--- src/rtl/dmem_arbiter_pkg.sv ---
// Shared definitions for the data-memory arbiter: op encodings, memory size
// and the byte size of each op.
package dmem_pkg;

    localparam int MEM_BYTES = 128;

    typedef enum logic [1:0] {
        RWE_LW = 2'd0,
        RWE_SW = 2'd1,
        RWE_SH = 2'd2,
        RWE_SB = 2'd3
    } rwe_e;

    function automatic logic [2:0] op_size(input logic [1:0] rwe);
        case (rwe_e'(rwe))
            RWE_SH:  op_size = 3'd2;
            RWE_SB:  op_size = 3'd1;
            default: op_size = 3'd4;
        endcase
    endfunction

endpackage

--- src/rtl/dmem_arbiter_if.sv ---
// Requester-side and memory-side bus of the data-memory arbiter; the master
// modport is the requester/memory environment, the slave modport the arbiter.
interface dmem_arbiter_if #(
    parameter int ADDR_W = 7,
    parameter int DATA_W = 32
);
    logic [1:0]             req_valid;
    logic [1:0]             req_ready;
    logic [1:0][1:0]        req_rwe;
    logic [1:0][ADDR_W-1:0] req_addr;
    logic [1:0][DATA_W-1:0] req_wdata;

    logic [1:0]             rsp_valid;
    logic                   rsp_err;
    logic [DATA_W-1:0]      rsp_rdata;

    logic                   mem_en;
    logic [1:0]             mem_rwe;
    logic [ADDR_W-1:0]      mem_addr;
    logic [DATA_W-1:0]      mem_wdata;
    logic [DATA_W-1:0]      mem_rdata;

    modport master (
        output req_valid, req_rwe, req_addr, req_wdata, mem_rdata,
        input  req_ready, rsp_valid, rsp_err, rsp_rdata,
               mem_en, mem_rwe, mem_addr, mem_wdata
    );

    modport slave (
        input  req_valid, req_rwe, req_addr, req_wdata, mem_rdata,
        output req_ready, rsp_valid, rsp_err, rsp_rdata,
               mem_en, mem_rwe, mem_addr, mem_wdata
    );

endinterface

--- src/rtl/dmem_arbiter_rr_arb2.sv ---
// Two-input round-robin grant; `last` remembers the most recently served port
// and only moves when a grant is actually taken.
module rr_arb2 (
    input  logic       clk,
    input  logic       reset,
    input  logic [1:0] valid,
    output logic [1:0] grant,
    output logic       handshake
);

    logic last_q;
    logic last_d;

    always_comb begin
        grant = 2'b00;
        case (valid)
            2'b01:   grant = 2'b01;
            2'b10:   grant = 2'b10;
            2'b11:   grant = last_q ? 2'b01 : 2'b10;
            default: grant = 2'b00;
        endcase
        // A grant is only ever given to a valid port, so any grant is a handshake.
        handshake = |grant;
        last_d    = handshake ? grant[1] : last_q;
    end

    always_ff @(posedge clk) begin
        if (reset) begin
            last_q <= 1'b1;
        end else begin
            last_q <= last_d;
        end
    end

endmodule

--- src/rtl/dmem_arbiter.sv ---
// Shares the single-port data memory between two requesters: round-robin
// grant, legality filtering, and a two-stage issue/respond pipeline.
module dmem_arbiter #(
    parameter int ADDR_W    = 7,
    parameter int DATA_W    = 32,
    parameter int MEM_BYTES = dmem_pkg::MEM_BYTES
) (
    input  logic          clk,
    input  logic          reset,
    dmem_arbiter_if.slave bus
);
    import dmem_pkg::*;

    logic [1:0]        grant;
    logic              hs;
    logic              port;

    logic [1:0]        acc_rwe;
    logic [ADDR_W-1:0] acc_addr;
    logic [DATA_W-1:0] acc_wdata;
    logic [ADDR_W:0]   acc_end;
    logic              acc_misaligned;
    logic              acc_oor;
    logic              acc_legal;

    logic              s1_valid_q, s1_valid_d;
    logic              s1_port_q, s1_port_d;
    logic              s1_err_q, s1_err_d;
    logic              s1_load_q, s1_load_d;
    logic              mem_en_q, mem_en_d;
    logic [1:0]        mem_rwe_q, mem_rwe_d;
    logic [ADDR_W-1:0] mem_addr_q, mem_addr_d;
    logic [DATA_W-1:0] mem_wdata_q, mem_wdata_d;

    logic [1:0]        rsp_valid_q, rsp_valid_d;
    logic              rsp_err_q, rsp_err_d;
    logic [DATA_W-1:0] rsp_rdata_q, rsp_rdata_d;

    rr_arb2 u_rr_arb2 (
        .clk       (clk),
        .reset     (reset),
        .valid     (bus.req_valid),
        .grant     (grant),
        .handshake (hs)
    );

    assign bus.req_ready = grant;
    assign port          = grant[1];

    // End address is one bit wider than the address so 127+4 does not wrap.
    always_comb begin
        acc_rwe        = bus.req_rwe[port];
        acc_addr       = bus.req_addr[port];
        acc_wdata      = bus.req_wdata[port];
        acc_end        = {1'b0, acc_addr} + (ADDR_W+1)'(op_size(acc_rwe));
        acc_misaligned = 1'b0;
        case (rwe_e'(acc_rwe))
            RWE_LW, RWE_SW: acc_misaligned = |acc_addr[1:0];
            RWE_SH:         acc_misaligned = acc_addr[0];
            default:        acc_misaligned = 1'b0;
        endcase
        acc_oor   = acc_end > (ADDR_W+1)'(MEM_BYTES);
        acc_legal = !acc_misaligned && !acc_oor;
    end

    always_comb begin
        s1_valid_d  = hs;
        s1_port_d   = hs & port;
        s1_err_d    = hs & !acc_legal;
        s1_load_d   = hs && acc_legal && (acc_rwe == RWE_LW);
        mem_en_d    = hs && acc_legal;
        mem_rwe_d   = mem_en_d ? acc_rwe   : '0;
        mem_addr_d  = mem_en_d ? acc_addr  : '0;
        mem_wdata_d = mem_en_d ? acc_wdata : '0;

        rsp_valid_d = 2'b00;
        if (s1_valid_q) begin
            rsp_valid_d = s1_port_q ? 2'b10 : 2'b01;
        end
        rsp_err_d   = s1_valid_q & s1_err_q;
        rsp_rdata_d = s1_load_q ? bus.mem_rdata : '0;
    end

    always_ff @(posedge clk) begin
        if (reset) begin
            s1_valid_q  <= 1'b0;
            s1_port_q   <= 1'b0;
            s1_err_q    <= 1'b0;
            s1_load_q   <= 1'b0;
            mem_en_q    <= 1'b0;
            mem_rwe_q   <= '0;
            mem_addr_q  <= '0;
            mem_wdata_q <= '0;
            rsp_valid_q <= 2'b00;
            rsp_err_q   <= 1'b0;
            rsp_rdata_q <= '0;
        end else begin
            s1_valid_q  <= s1_valid_d;
            s1_port_q   <= s1_port_d;
            s1_err_q    <= s1_err_d;
            s1_load_q   <= s1_load_d;
            mem_en_q    <= mem_en_d;
            mem_rwe_q   <= mem_rwe_d;
            mem_addr_q  <= mem_addr_d;
            mem_wdata_q <= mem_wdata_d;
            rsp_valid_q <= rsp_valid_d;
            rsp_err_q   <= rsp_err_d;
            rsp_rdata_q <= rsp_rdata_d;
        end
    end

    assign bus.mem_en    = mem_en_q;
    assign bus.mem_rwe   = mem_rwe_q;
    assign bus.mem_addr  = mem_addr_q;
    assign bus.mem_wdata = mem_wdata_q;
    assign bus.rsp_valid = rsp_valid_q;
    assign bus.rsp_err   = rsp_err_q;
    assign bus.rsp_rdata = rsp_rdata_q;

endmodule

--- src/flat_wrapper.sv ---
// flat-port wrapper written by rule: the top's interface ports become plain ports
module dmem_arbiter_flat import dmem_pkg::*;
#(
    parameter int ADDR_W    = 7,
    parameter int DATA_W    = 32,
    parameter int MEM_BYTES = dmem_pkg::MEM_BYTES
)
  (clk, reset, bus_req_valid, bus_req_rwe, bus_req_addr, bus_req_wdata, bus_mem_rdata, bus_req_ready, bus_rsp_valid, bus_rsp_err, bus_rsp_rdata, bus_mem_en, bus_mem_rwe, bus_mem_addr, bus_mem_wdata);
  dmem_arbiter_if #(.ADDR_W(ADDR_W), .DATA_W(DATA_W)) bus_i ();
  input  logic clk;
  input  logic reset;
  input wire logic [$bits(bus_i.req_valid)-1:0] bus_req_valid;
  input wire logic [$bits(bus_i.req_rwe)-1:0] bus_req_rwe;
  input wire logic [$bits(bus_i.req_addr)-1:0] bus_req_addr;
  input wire logic [$bits(bus_i.req_wdata)-1:0] bus_req_wdata;
  input wire logic [$bits(bus_i.mem_rdata)-1:0] bus_mem_rdata;
  output wire logic [$bits(bus_i.req_ready)-1:0] bus_req_ready;
  output wire logic [$bits(bus_i.rsp_valid)-1:0] bus_rsp_valid;
  output wire logic [$bits(bus_i.rsp_err)-1:0] bus_rsp_err;
  output wire logic [$bits(bus_i.rsp_rdata)-1:0] bus_rsp_rdata;
  output wire logic [$bits(bus_i.mem_en)-1:0] bus_mem_en;
  output wire logic [$bits(bus_i.mem_rwe)-1:0] bus_mem_rwe;
  output wire logic [$bits(bus_i.mem_addr)-1:0] bus_mem_addr;
  output wire logic [$bits(bus_i.mem_wdata)-1:0] bus_mem_wdata;
  assign bus_i.req_valid = bus_req_valid;
  assign bus_i.req_rwe = bus_req_rwe;
  assign bus_i.req_addr = bus_req_addr;
  assign bus_i.req_wdata = bus_req_wdata;
  assign bus_i.mem_rdata = bus_mem_rdata;
  assign bus_req_ready = bus_i.req_ready;
  assign bus_rsp_valid = bus_i.rsp_valid;
  assign bus_rsp_err = bus_i.rsp_err;
  assign bus_rsp_rdata = bus_i.rsp_rdata;
  assign bus_mem_en = bus_i.mem_en;
  assign bus_mem_rwe = bus_i.mem_rwe;
  assign bus_mem_addr = bus_i.mem_addr;
  assign bus_mem_wdata = bus_i.mem_wdata;
  dmem_arbiter #(.ADDR_W(ADDR_W), .DATA_W(DATA_W), .MEM_BYTES(MEM_BYTES)) u_core (.clk(clk), .reset(reset), .bus(bus_i));
endmodule
--- config.mk ---
export PLATFORM = sky130hd
export DESIGN_NAME = dmem_arbiter_flat
export DESIGN_NICKNAME = d
export VERILOG_FILES = /design/src/rtl/dmem_arbiter_pkg.sv /design/src/rtl/dmem_arbiter_if.sv /design/src/rtl/dmem_arbiter_rr_arb2.sv /design/src/rtl/dmem_arbiter.sv /design/src/flat_wrapper.sv
export SDC_FILE = /design/constraint.sdc
export NUM_CORES = 1
export LEC_CHECK = 0
export BUFFER_PORTS_ARGS = -buffer_cell sky130_fd_sc_hd__clkbuf_2
export CAP_MARGIN = 10
export CORE_MARGIN = 2
export CORE_UTILIZATION = 41
export CTS_BUF_LIST = sky130_fd_sc_hd__clkbuf_16
export DETAILED_ROUTE_END_ITERATION = 6
export GPL_TIMING_DRIVEN = 0
export PLACE_DENSITY = 0.83
export SYNTH_ARGS = -nofsm -noshare
export SYNTH_HDL_FRONTEND = slang
export SYNTH_SLANG_ARGS = --single-unit
--- constraint.sdc ---
create_clock -name clk -period 4 [get_ports clk]
set_input_delay 0.6 -clock clk [delete_from_list [all_inputs] [get_ports clk]]
set_output_delay 0.6 -clock clk [all_outputs]
set_load 0.02 [all_outputs]
After elaboration in Yosys (flattened, before gate mapping). Index checks and enable logic that the tools add are counted.

Bits in registers: 82. Bits in latches: 0. Bits in writable memories: 0. Bits in read-only memories: 0. Bits of input ports: 118. Output and inout bits: 79. Logic and storage cells: 51. Memories: 0.

Add/sub/neg operators: 1. $mul: 0. Div/mod/pow operators: 0. Order comparisons: 2. Equality and inequality tests: 6. Shift operators: 0. Multiplexer cells: 11. Bitwise logic cells: 6. Reductions and logical operators: 13.

Operators by type and width (number): 32-bit 2-to-1 mux (2); 7-bit 2-to-1 mux (2); 2-bit OR reduction (6); 7-bit by 3-bit adder with 8-bit output (1); 2-bit == test (second input constant) (4); 8-bit > comparator (second input constant) (1); 2-bit 2-to-1 mux (4); 2-bit case mux with 3 select lines (1); 3-bit case mux with 2 select lines (1); 2-bit by 1-bit == test with 1-bit output (second input constant) (2); 1-bit AND (3); 1-bit logical AND (3); 1-bit logical NOT (3); 1-bit inverter (3); 2-bit logical NOT (1); 1-bit by 2-bit < comparator with 1-bit output (second input constant) (1); 1-bit case mux with 2 select lines (1).

Longest topological paths before layout. Gate-level depths: netlist of the first run.

Depth after elaboration: 13. Depth in mapped cells: 13. Gate-level depth less buffers: 10.

Hierarchy. From an unflattened synthesis of the first run, not the netlist that was laid out.

Cells, all modules: 251. Area, all modules: 2901.5 sq um.

By module, submodules not included: dmem_arbiter (instances 1, cells an instance 244, area an instance 2841.5 sq um, seq. area each 1621.6 sq um); rr_arb2 (instances 1, cells an instance 7, area an instance 60.1 sq um, seq. area each 20.0 sq um).

Worst setup path before layout of the first run. Ideal clock, no wire load.

Path type: input to register. Start point: input port bus_req_valid[1]. End point: register u_core.mem_addr_q[6], in the netlist u_core.bus.mem_addr[6]. Library setup time: 0.115 ns. Data arrival time: 3.403 ns. Data required time: 3.885 ns. Slack: 0.483 ns. Stages: 12. Path buffers: 3. Cell sequence: a21bo_2 buf_6 clkinv_1 clkbuf_1 o21ai_0 ha_1 fa_1 or3_1 a21oi_1 a2111oi_4 buf_4 a2111oi_0.

Cells in the longest elaborated chain, start to end: 13. Elaborated cells on any way between the ends: 25. Classes of those cells: add/sub (1); order compare (1); eq/ne (6); mux (7); bitwise (1); reduce/logical (9).

Ends and longest elaborated chain: from (decl) (RTL line flat_wrapper.sv:12) `input wire logic [$bits(bus_i.req_valid)-1:0] bus_req_valid;`; 2-bit == test / 2-bit by 1-bit == test with 1-bit output (equally long branches) (RTL line dmem_arbiter_rr_arb2.sv:16) `case (valid)`; 2-bit case mux with 3 select lines (*) (RTL line dmem_arbiter_rr_arb2.sv:16); via bus_req_ready[1] (RTL line flat_wrapper.sv:17) `output wire logic [$bits(bus_i.req_ready)-1:0] bus_req_ready;`; 2-bit 2-to-1 mux (not written as such) (2 in series) (RTL line dmem_arbiter.sv:52) `acc_rwe = bus.req_rwe[port];`; 2-bit == test (on tied branches) (RTL line dmem_arbiter_pkg.sv:15, dmem_arbiter.sv:57); 3-bit case mux with 2 select lines (RTL line dmem_arbiter_pkg.sv:15) `case (rwe_e'(rwe))`; 7-bit by 3-bit adder with 8-bit output (RTL line dmem_arbiter.sv:55) `acc_end = {1'b0, acc_addr} + (ADDR_W+1)'(op_size(acc_rwe));`; 8-bit > comparator (RTL line dmem_arbiter.sv:62) `acc_oor = acc_end > (ADDR_W+1)'(MEM_BYTES);`; 1-bit logical NOT (RTL line dmem_arbiter.sv:63) `acc_legal = !acc_misaligned && !acc_oor;`; 1-bit logical AND (RTL line dmem_arbiter.sv:63); 1-bit logical AND (RTL line dmem_arbiter.sv:71) `mem_en_d = hs && acc_legal;`; 1-bit inverter (no line); 2-bit OR reduction (no line); to (signal assigned) (RTL line dmem_arbiter.sv:104) `mem_addr_q <= mem_addr_d;`; to (decl) (RTL line dmem_arbiter.sv:32) `logic [ADDR_W-1:0] mem_addr_q, mem_addr_d;`.

The timed path passes the listed nets; every way through them passes the cells marked *. The select of a mux whose other input is x is not followed. A chain may end at the register's enable or synchronous reset.

Final worst setup path of the first run.
Start point: input port bus_req_valid[1]. End point: register u_core.mem_wdata_q[18], in the netlist u_core.bus.mem_wdata[18].

Elaborated cells on any way between the ends: 27. Classes of those cells: add/sub (1); order compare (1); eq/ne (6); mux (9); bitwise (1); reduce/logical (9).

RTL lines: 2-bit == test / 2-bit by 1-bit == test with 1-bit output (equally long branches) (RTL line dmem_arbiter_rr_arb2.sv:16); 2-bit case mux with 3 select lines (*) (RTL line dmem_arbiter_rr_arb2.sv:16); 7-bit 2-to-1 mux (not written as such) (*) (2 in series) (RTL line dmem_arbiter.sv:53) `acc_addr = bus.req_addr[port];`; via u_core.acc_addr[0] (RTL line dmem_arbiter.sv:19) `logic [ADDR_W-1:0] acc_addr;`; 7-bit by 3-bit adder with 8-bit output / 2-bit OR reduction (equally long branches) (RTL line dmem_arbiter.sv:55, dmem_arbiter.sv:58); 8-bit > comparator / 1-bit case mux with 2 select lines (equally long branches) (RTL line dmem_arbiter.sv:62, dmem_arbiter.sv:57); 1-bit logical NOT (RTL line dmem_arbiter.sv:63); 1-bit logical AND (*) (RTL line dmem_arbiter.sv:63); 1-bit logical AND (*) (RTL line dmem_arbiter.sv:71); 1-bit inverter (no line) (*); 2-bit OR reduction (no line) (*); to (signal assigned) (RTL line dmem_arbiter.sv:105) `mem_wdata_q <= mem_wdata_d;`; to (decl) (RTL line dmem_arbiter.sv:33) `logic [DATA_W-1:0] mem_wdata_q, mem_wdata_d;`.

Marks and branches as above.

==> flow_summary.toml, run 1 <==
[placement]
hpwl_mm = 7.00
io_buffers = 196
gp_congestion = 0.863

[logic_synthesis]
synthFlopType = "dfxtp_1"
synth_top_family_by_area = "simple AND/OR/NAND/NOR gates"
yosys.area.top_type = "dfxtp_1"
synth_seq_cells = 82
synthTopCellsByArea = "dfxtp_1, a2111oi_0, nand2_1, and2_1, clkbuf_1"
muxShareOfSynthArea_pct = 2.37
syn_inst = 304
netlist_area_mm2 = 0.00295
synthDistinctLibCells = 36
synth-simple-area-share_pct = 21.5
synth_edf_count = 0
async_flop_share_pct = 0
syn_nets = 426
synthAdderAreaFrac_pct = 1.95
post-synth-top-count-cell = "dfxtp_1"
synth-xor-area-share_pct = 0
yosysSeqAreaShare_pct = 55.6
synth_compound_area_share_pct = 14.5
avgSynthCellArea_um2 = 9.71
yosys-top-cells-count = "dfxtp_1, nand2_1, a2111oi_0"
synth_top_area_share_pct = 55.6
yosysWarnings = 0

[routing]
dr_wl_met3_um = 756
wl_met2_mm = 4.62
drc = 0
vias = 2971
top_layer = "met4"
vias_per_cell = 4.85
routedWlPerCell_um = 14.7
drt_iter0_drc = 83
dr.pass1.iters = 4
wl_met1_mm = 3.48
ant_nets = 0
wirelength_mm = 8.97

[floorplanning]
core_mm2 = 0.00687
start_util_pct = 43.0
rows = 30
die_h_um = 88.8
ioPinCount = 197
fp.dieW_um = 88.8
dieArea_mm2 = 0.00789

[sta]
finalHoldViolations = 0
tightest_slew_ns = 0.654
holdWs_ns = 0.417
finalSetupTns_ns = 0
period_needed_ns = 3.79
fmax_mhz = 264
rsz0062_at_grt = "no"
fin_crit_sh_pct = 94.8
maxSlewViolCount = 0
setup_viol = 0
finClkSkew_ns = 0.00456
relSlewSlack_pct = 56.1

[power_and_ir_drop]
powerDensity_mw_per_mm2 = 435
ir_drop_mv = 0.251
comb_power_share_pct = 14.1
sequentialPowerShare_pct = 45.5
p_leak_uw = 0.00214
power_switching_uw = 505
p_total_uw = 1890
swShare_pct = 26.8
p_int_uw = 1380
clkPwrFrac_pct = 40.3

[worst_setup_path]
critPathCapture = "u_core.bus.mem_wdata[18]"
cp.required_ns = 4.18
rr_worst_depth = 11
r2r_slack_ns = 0.32
crit_fanout = 10
path_class = "in2reg"
arrival_ns = 3.98
timing.rr.start = "u_core.u_rr_arb2.last_q"
crit_start = "bus_req_valid[1]"
rr_endpoint = "u_core.bus.mem_wdata[18]"
worst_setup_path_end_kind = "register"
critPathLaunchType = "input pin"

[clock_network]
insertion_delay_ns = 0.33
cts.sinks = 82
clk_pin_slew_ns = 0.06
cts.path.max_buffers = 2
cts_setup_buffers = 0
cts-buffers-inserted = 9
cts_tree = "yes"
cts-root-buf = "clkbuf_16"
h-tree-depth = 3

[grt]
grt_max_degree = 16
antenna_found_initial = 0
grtUsageTotal_pct = 21.6
grt_pass1_wl_mm = 13.1
overflow = 0
first_global_vias = 2823

[finish]
drive_gt1_share_pct = 44.4
fill_cells = 610
multi_input_area_mm2 = 0.00120
fin_nets = 633
num_antenna_cells = 0
ff_latch_area_mm2 = 0.00164
finalCoreUtilization_pct = 63.1
synthToLayoutAreaGrowth_pct = 46.9

[run_status]
status = "finished, final reports clean"

[min_path]
hp-class = "reg2reg"
whs_path_depth = 1

[job]
drv_cap = 0
## power by group through the flow
stage               Sequential, uW  Clock [uW]  Combinational, uW
floorplan                      914           0                104
global placement               876           0                258
detailed placement             877           0                264
CTS                            859         773                266
global route                   862         816                293
finish                         859         761                266
## logic make-up after synthesis
family,Yosys count
AO/OA/AOI/OAI,49
AND/OR/NAND/NOR,136
multiplexers,6
buffers and inverters,27
adder cells (fa/ha/maj),4
flip-flops,82
## metrics by stage
step	setup WS [ns]	std cells	cell area (um^2)
6_report	0.208	612	4330
5_1_grt	0.00617	612	4330
4_1_cts	0.195	612	4330
3_5_place_dp	-0.133	596	4050
3_3_place_gp	-0.0195	596	4050
2_1_floorplan	0.483	304	2950
## how the worst min path moves through the flow
stage,from,to,slack (ns)
after floorplan,u_core.s1_port_q,u_core.bus.rsp_valid[0],0.39
after global placement,u_core.s1_port_q,u_core.bus.rsp_valid[0],0.40
after detailed placement,u_core.s1_port_q,u_core.bus.rsp_valid[0],0.41
after CTS,u_core.s1_port_q,u_core.bus.rsp_valid[0],0.42
after global routing,u_core.s1_port_q,u_core.bus.rsp_valid[0],0.43
final,u_core.s1_port_q,u_core.bus.rsp_valid[0],0.42
## worst max-delay path: stages
cell	delay, ns
clkbuf_2	0.10
a21bo_2	0.20
buf_6	0.14
clkbuf_1	0.40
mux2_2	0.41
ha_1	0.23
fa_1	0.46
or3_1	0.35
a21oi_1	0.27
a2111oi_4	0.14
clkbuf_2	0.21
a2111oi_0	0.46
## area by class of cell
cell class / count / share of cell area [%]
buffer: 24 / 2.48
clock buffer: 9 / 5.20
clock inverter: 7 / 1.18
inverter: 3 / 0.260
multi-input combinational: 195 / 27.6
sequential: 82 / 37.9
tap: 96 / 2.77
timing repair buffer: 196 / 22.6
## repair_timing
action                     in CTS  in global routing
hold buffers                    0                  0
resized for setup               0                  4
setup endpoints to repair       0                 10
## placed cells by master, fill, tap and decap left out, types with 4 or more instances in the layout
master | synthesis | routed
clkbuf_2 | 2 | 199
nor2_1 | 5 | 5
clkbuf_16 | 0 | 9
dfxtp_1 | 82 | 82
a2111oi_0 | 37 | 36
nand2_1 | 80 | 80
and2_1 | 32 | 32
clkbuf_1 | 18 | 17
nor3_1 | 5 | 5
mux2_2 | 4 | 4
## flip-flops by register name, indices dropped and copies added (netlist names)
register,count
u_core.bus.mem_rwe,2
u_core.u_rr_arb2.last_q,1
u_core.bus.rsp_err,1
u_core.s1_err_q,1
u_core.s1_load_q,1
u_core.bus.rsp_rdata,32
u_core.s1_valid_q,1
u_core.bus.mem_en,1
u_core.bus.rsp_valid,2
u_core.bus.mem_wdata,32
u_core.s1_port_q,1
u_core.bus.mem_addr,7
## metal layers
layer | up-vias | GRT usage [%]
met1 | 1365 | 24.2
met5 | - | 0
met4 | 0 | 6.20
met2 | 126 | 39.8
li1 | 1469 | -
met3 | 11 | 5.88
Power figures use the tool's default switching activity.
==> run 2: changes to the inputs <==
--- a/config.mk
+++ b/config.mk
@@ -13,6 +13,8 @@
 export DETAILED_ROUTE_END_ITERATION = 6
 export GPL_TIMING_DRIVEN = 0
 export PLACE_DENSITY = 0.83
+export REMOVE_ABC_BUFFERS = 1
+export SKIP_CTS_REPAIR_TIMING = 1
 export SYNTH_ARGS = -nofsm -noshare
 export SYNTH_HDL_FRONTEND = slang
 export SYNTH_SLANG_ARGS = --single-unit
==> run 2 against run 1 <==
Via count decreased by 1.3%. Clock-buffer cell count did not move. Global-route usage down 0.079 points. Register-to-register slack better by 0.05 ns. Sequential power about the same. Power grew 0.73%. Largest power group unchanged. Highest routed layer unchanged. Largest cell class unchanged. Worst setup slack improved by 0.15 ns. Wire length is 2.5% higher. First-iteration DRC count is 47% higher. Combinational power increased by 4%.
==> flow_summary.toml, run 2 (synthesized netlist as in run 1, its figures left out) <==
[routing]
dr_wl_met3_um = 849
wl_met2_mm = 4.64
wirelength_mm = 9.19
drc = 0
wl_met1_mm = 3.59
ant_nets = 0
routedWlPerCell_um = 15.4
dr.pass1.iters = 7
top_layer = "met4"
drt_iter0_drc = 122
vias = 2932
vias_per_cell = 4.90

[sta]
finClkSkew_ns = 0.00587
rsz0062_at_grt = "no"
relSlewSlack_pct = 53.5
maxSlewViolCount = 0
setup_viol = 0
fin_crit_sh_pct = 91.0
fmax_mhz = 275
period_needed_ns = 3.64
finalHoldViolations = 0
layout_setup_ws_ns = 0.358
tightest_slew_ns = 0.697
holdWs_ns = 0.414

[floorplanning]
start_util_pct = 43.0
core_mm2 = 0.00687
ioPinCount = 197
die_h_um = 88.8
rows = 30
fp.dieW_um = 88.8
dieArea_mm2 = 0.00789

[finish]
synthToLayoutAreaGrowth_pct = 48.3
drive_gt1_share_pct = 46.2
num_antenna_cells = 0
fin_nets = 619
stdcell_area_mm2 = 0.00437
finalCoreUtilization_pct = 63.7
layout_commonest_cell = "clkbuf_2"
layout_common_cells = "clkbuf_2, dfxtp_1, nand2_1"
fill_cells = 579

[run_status]
status = "finished, final reports clean"

[placement]
hpwl_mm = 6.34
gp_congestion = 0.771
dp_slack_ns = -1.83
placed_area_mm2 = 0.00402
io_buffers = 196

[worst_setup_path]
critPathLaunchType = "input pin"
path_class = "in2reg"
crit_fanout = 23
cp_slowest_cell = "a2111oi_0"
worst_setup_path_end_kind = "register"
crit_buf_inv = 4
crit_family = "compound AO/OA/AOI/OAI gates"
cpPeakStageDelay_ns = 0.49
path_cells = "clkbuf_2 > a21bo_4 > clkinvlp_4 > buf_16 > mux2_2 > nor2_1 > fa_1 > or3_1 > a21oi_1 > a2111oi_4 > buf_6 > a2111oi_0"
arrival_ns = 3.82
cp.required_ns = 4.17

[clock_network]
cts_tree = "yes"
h-tree-depth = 3
insertion_delay_ns = 0.33
cts.sinks = 82
clk_pin_slew_ns = 0.07
cts.path.max_buffers = 2
cts-buffers-inserted = 9
cts-root-buf = "clkbuf_16"

[grt]
grtUsageTotal_pct = 21.5
overflow = 0
grt_max_degree = 47
grt_pass1_wl_mm = 13.2
antenna_found_initial = 0
first_global_vias = 2753

[power_and_ir_drop]
p_leak_uw = 0.00215
p_total_uw = 1900
powerDensity_mw_per_mm2 = 434
ir_drop_mv = 0.226

[min_path]
hp-class = "reg2reg"

[job]
drv_cap = 0
## run 2: cell count changes in the layout (fill, tap and decap cells not counted), sizes merged
| cell | before | now |
|---|---|---|
| clkbuf | 225 | 205 |
| buf | 4 | 7 |
| a21bo | 1 | 3 |
| clkinv | 4 | 2 |
| clkinvlp | 2 | 4 |
| inv | 4 | 5 |
## run 2: layout make-up
cell class / count / area, um^2 / share of cell area (%)
clock inverters: 7 / 53.8 / 1.23
inverters: 3 / 15.0 / 0.343
well taps: 96 / 120 / 2.75
repair buffers: 203 / 1080 / 24.8
flip-flops and latches: 82 / 1640 / 37.5
clock buffers: 9 / 225 / 5.15
repair inverters: 1 / 5.00 / 0.114
multi-input cells: 197 / 1230 / 28.1
## run 2: worst paths after layout
check | slack (ns) | cells after the start | start | end
max | 0.36 | 12 | bus_req_valid[1] | u_core.bus.mem_wdata[28]
min reg2reg | 0.41 | 1 | u_core.s1_port_q | u_core.bus.rsp_valid[0]
min | 0.41 | 1 | u_core.s1_port_q | u_core.bus.rsp_valid[0]
max reg2reg | 0.37 | 11 | u_core.u_rr_arb2.last_q | u_core.bus.mem_wdata[28]
## run 2: power by group
part           leakage [uW]  internal, uW  switching (uW)
Sequential         0.000668           849            10.3
Clock              0.000134           425             339
Combinational       0.00135           116             161
## run 2: stage by stage
stage | std cells | TNS (ns)
after global placement | 572 | -106.18
final | 598 | 0
after detailed placement | 576 | -70.55
after global routing | 598 | 0
after CTS | 592 | -56.36
after floorplan | 280 | -36.82
## run 2: metal layers
| layer | GRT usage (%) | vias up |
|---|---|---|
| met2 | 38.6 | 145 |
| met3 | 7.37 | 12 |
| li1 | - | 1444 |
| met1 | 24.3 | 1331 |
| met5 | 0 | - |
| met4 | 5.65 | 0 |
==> run 3: changes to the inputs <==
--- a/config.mk
+++ b/config.mk
@@ -5,14 +5,15 @@
 export SDC_FILE = /design/constraint.sdc
 export NUM_CORES = 1
 export LEC_CHECK = 0
-export BUFFER_PORTS_ARGS = -buffer_cell sky130_fd_sc_hd__clkbuf_2
 export CAP_MARGIN = 10
-export CORE_MARGIN = 2
-export CORE_UTILIZATION = 41
+export CORE_AREA = 2 2 77 79
 export CTS_BUF_LIST = sky130_fd_sc_hd__clkbuf_16
+export CTS_CLUSTER_DIAMETER = 40
 export DETAILED_ROUTE_END_ITERATION = 6
+export DIE_AREA = 0 0 79 81
+export DONT_BUFFER_PORTS = 1
 export GPL_TIMING_DRIVEN = 0
-export PLACE_DENSITY = 0.83
+export PLACE_DENSITY = 0.72
 export REMOVE_ABC_BUFFERS = 1
 export SKIP_CTS_REPAIR_TIMING = 1
 export SYNTH_ARGS = -nofsm -noshare
==> run 3 against run 2 <==
Via count shrank 24%. Wire length shrank 19%. Sequential share of layout area grew 11 points. Sequential power grew 5.0%. Critical path depth shrank 1. Global-route usage shrank 0.68 points. Hold slack lost 0.074 ns. Die area shrank 19%. Power shrank 3.9%. Maximum frequency shrank 3.4%. Largest cell class unchanged.
==> flow_summary.toml, run 3 (synthesized netlist as in run 1, its figures left out) <==
[run_status]
status = "finished, final reports clean"

[clock_network]
cts-root-buf = "clkbuf_16"
cts.path.max_buffers = 2
h-tree-depth = 3
cts_tree = "yes"
clk_pin_slew_ns = 0.06
cts.sinks = 82
cts-buffers-inserted = 9
insertion_delay_ns = 0.32

[grt]
met1_usage_pct = 23.2
grtUsageTotal_pct = 20.8
met3_usage_pct = 10.1
grt_pass1_wl_mm = 10.1
gr-usage-met2_pct = 34.5
first_global_vias = 1962
grt_max_degree = 47
antenna_found_initial = 0
grt.busiest_layer = "met2"
overflow = 0

[sta]
rsz0062_at_grt = "no"
setup_viol = 0
finClkSkew_ns = 0.00697
period_needed_ns = 3.77
maxSlewViolCount = 0
finalHoldViolations = 0
tightest_slew_ns = 0.776
fin_crit_sh_pct = 94.3
fmax_mhz = 265
relSlewSlack_pct = 48.3
holdWs_ns = 0.339
layout_setup_ws_ns = 0.229

[finish]
num_antenna_cells = 0
layout_commonest_cell = "dfxtp_1"
drive_gt1_share_pct = 10.6
fill_cells = 490
finalCoreUtilization_pct = 59.1
fin_cells = 378
synthToLayoutAreaGrowth_pct = 13.7
fin_nets = 421
layout_common_cells = "dfxtp_1, nand2_1, a2111oi_0"

[worst_setup_path]
crit_fanout = 27
path_class = "reg2reg"
crit_buf_inv = 3
cpPeakStageDelay_ns = 0.47
rr_endpoint = "u_core.bus.mem_wdata[11]"
worst_setup_path_end_kind = "register"
timing.rr.start = "u_core.u_rr_arb2.last_q"
crit_family = "compound AO/OA/AOI/OAI gates"
arrival_ns = 3.95
cp_slowest_cell = "fa_1"
path_cells = "a21bo_4 > clkinvlp_4 > buf_12 > mux2_2 > nor2_1 > fa_1 > or3_1 > a21oi_1 > a2111oi_4 > buf_8 > a2111oi_0"
r2r_slack_ns = 0.23
rr_worst_depth = 11
critPathCapture = "u_core.bus.mem_wdata[11]"
cp.required_ns = 4.18
crit_start = "u_core.u_rr_arb2.last_q"
critPathLaunchType = "register"
worst-path-stages = 11

[placement]
hpwl_mm = 4.97
placed_cells = 360
io_buffers = 0
dp_slack_ns = -1.17
gp_congestion = 0.732

[routing]
routedWlPerCell_um = 19.7
drc = 0
ant_nets = 0
dr.pass1.iters = 4
drt_iter0_drc = 66
vias = 2238
vias_per_cell = 5.92
wirelength_mm = 7.46

[min_path]
hp-class = "in2reg"

[floorplanning]
ioPinCount = 197
core_mm2 = 0.00568
fp.dieW_um = 79
rows = 28
start_util_pct = 52.0
dieArea_mm2 = 0.00640
die_h_um = 81

[power_and_ir_drop]
powerDensity_mw_per_mm2 = 544
p_leak_uw = 0.00130
ir_drop_mv = 0.248

[job]
drv_cap = 0
-- run 3: per-layer routing --
layer	vias to the layer above	part of all wire (%)
met5	-	0
met2	135	48
met1	1056	39
li1	1041	-
met3	6	12
met4	0	0.91
-- run 3: area by class of cell --
| class | instances | area [um^2] | area share (%) |
|---|---|---|---|
| Inverter | 3 | 15.0 | 0.448 |
| Clock buffer | 9 | 225 | 6.72 |
| Tap cell | 75 | 93.8 | 2.80 |
| Clock inverter | 6 | 58.8 | 1.75 |
| Multi-Input combinational cell | 196 | 1220 | 36.3 |
| Sequential cell | 82 | 1640 | 49.0 |
| Timing Repair Buffer | 7 | 100 | 2.99 |
-- run 3: per-stage QoR --
| stage | cell area (um^2) | TNS [ns] | power, uW |
|---|---|---|---|
| after detailed placement | 3030 | -44.85 | 1060 |
| after floorplan | 2840 | -36.82 | 1010 |
| after CTS | 3320 | -31.20 | 1830 |
| after global routing | 3350 | 0 | 1890 |
| after global placement | 2940 | -108.80 | 1040 |
| final | 3350 | 0 | 1830 |
-- run 3: worst min-delay path by stage --
stage	start	endpoint	slack [ns]	cells past startpoint
floorplan	u_core.s1_port_q	u_core.bus.rsp_valid[0]	0.39	1
global placement	u_core.s1_port_q	u_core.bus.rsp_valid[0]	0.39	1
detailed placement	u_core.s1_port_q	u_core.bus.rsp_valid[0]	0.40	1
CTS	reset	u_core.s1_port_q	0.33	1
global route	reset	u_core.s1_port_q	0.33	1
finish	reset	u_core.s1_port_q	0.34	1
-- run 3: where the power goes --
part / leakage (uW) / switching, uW / internal (uW)
registers: 0.000668 / 52.1 / 850
clock network: 0.000136 / 305 / 475
logic: 0.000498 / 87.7 / 55.6
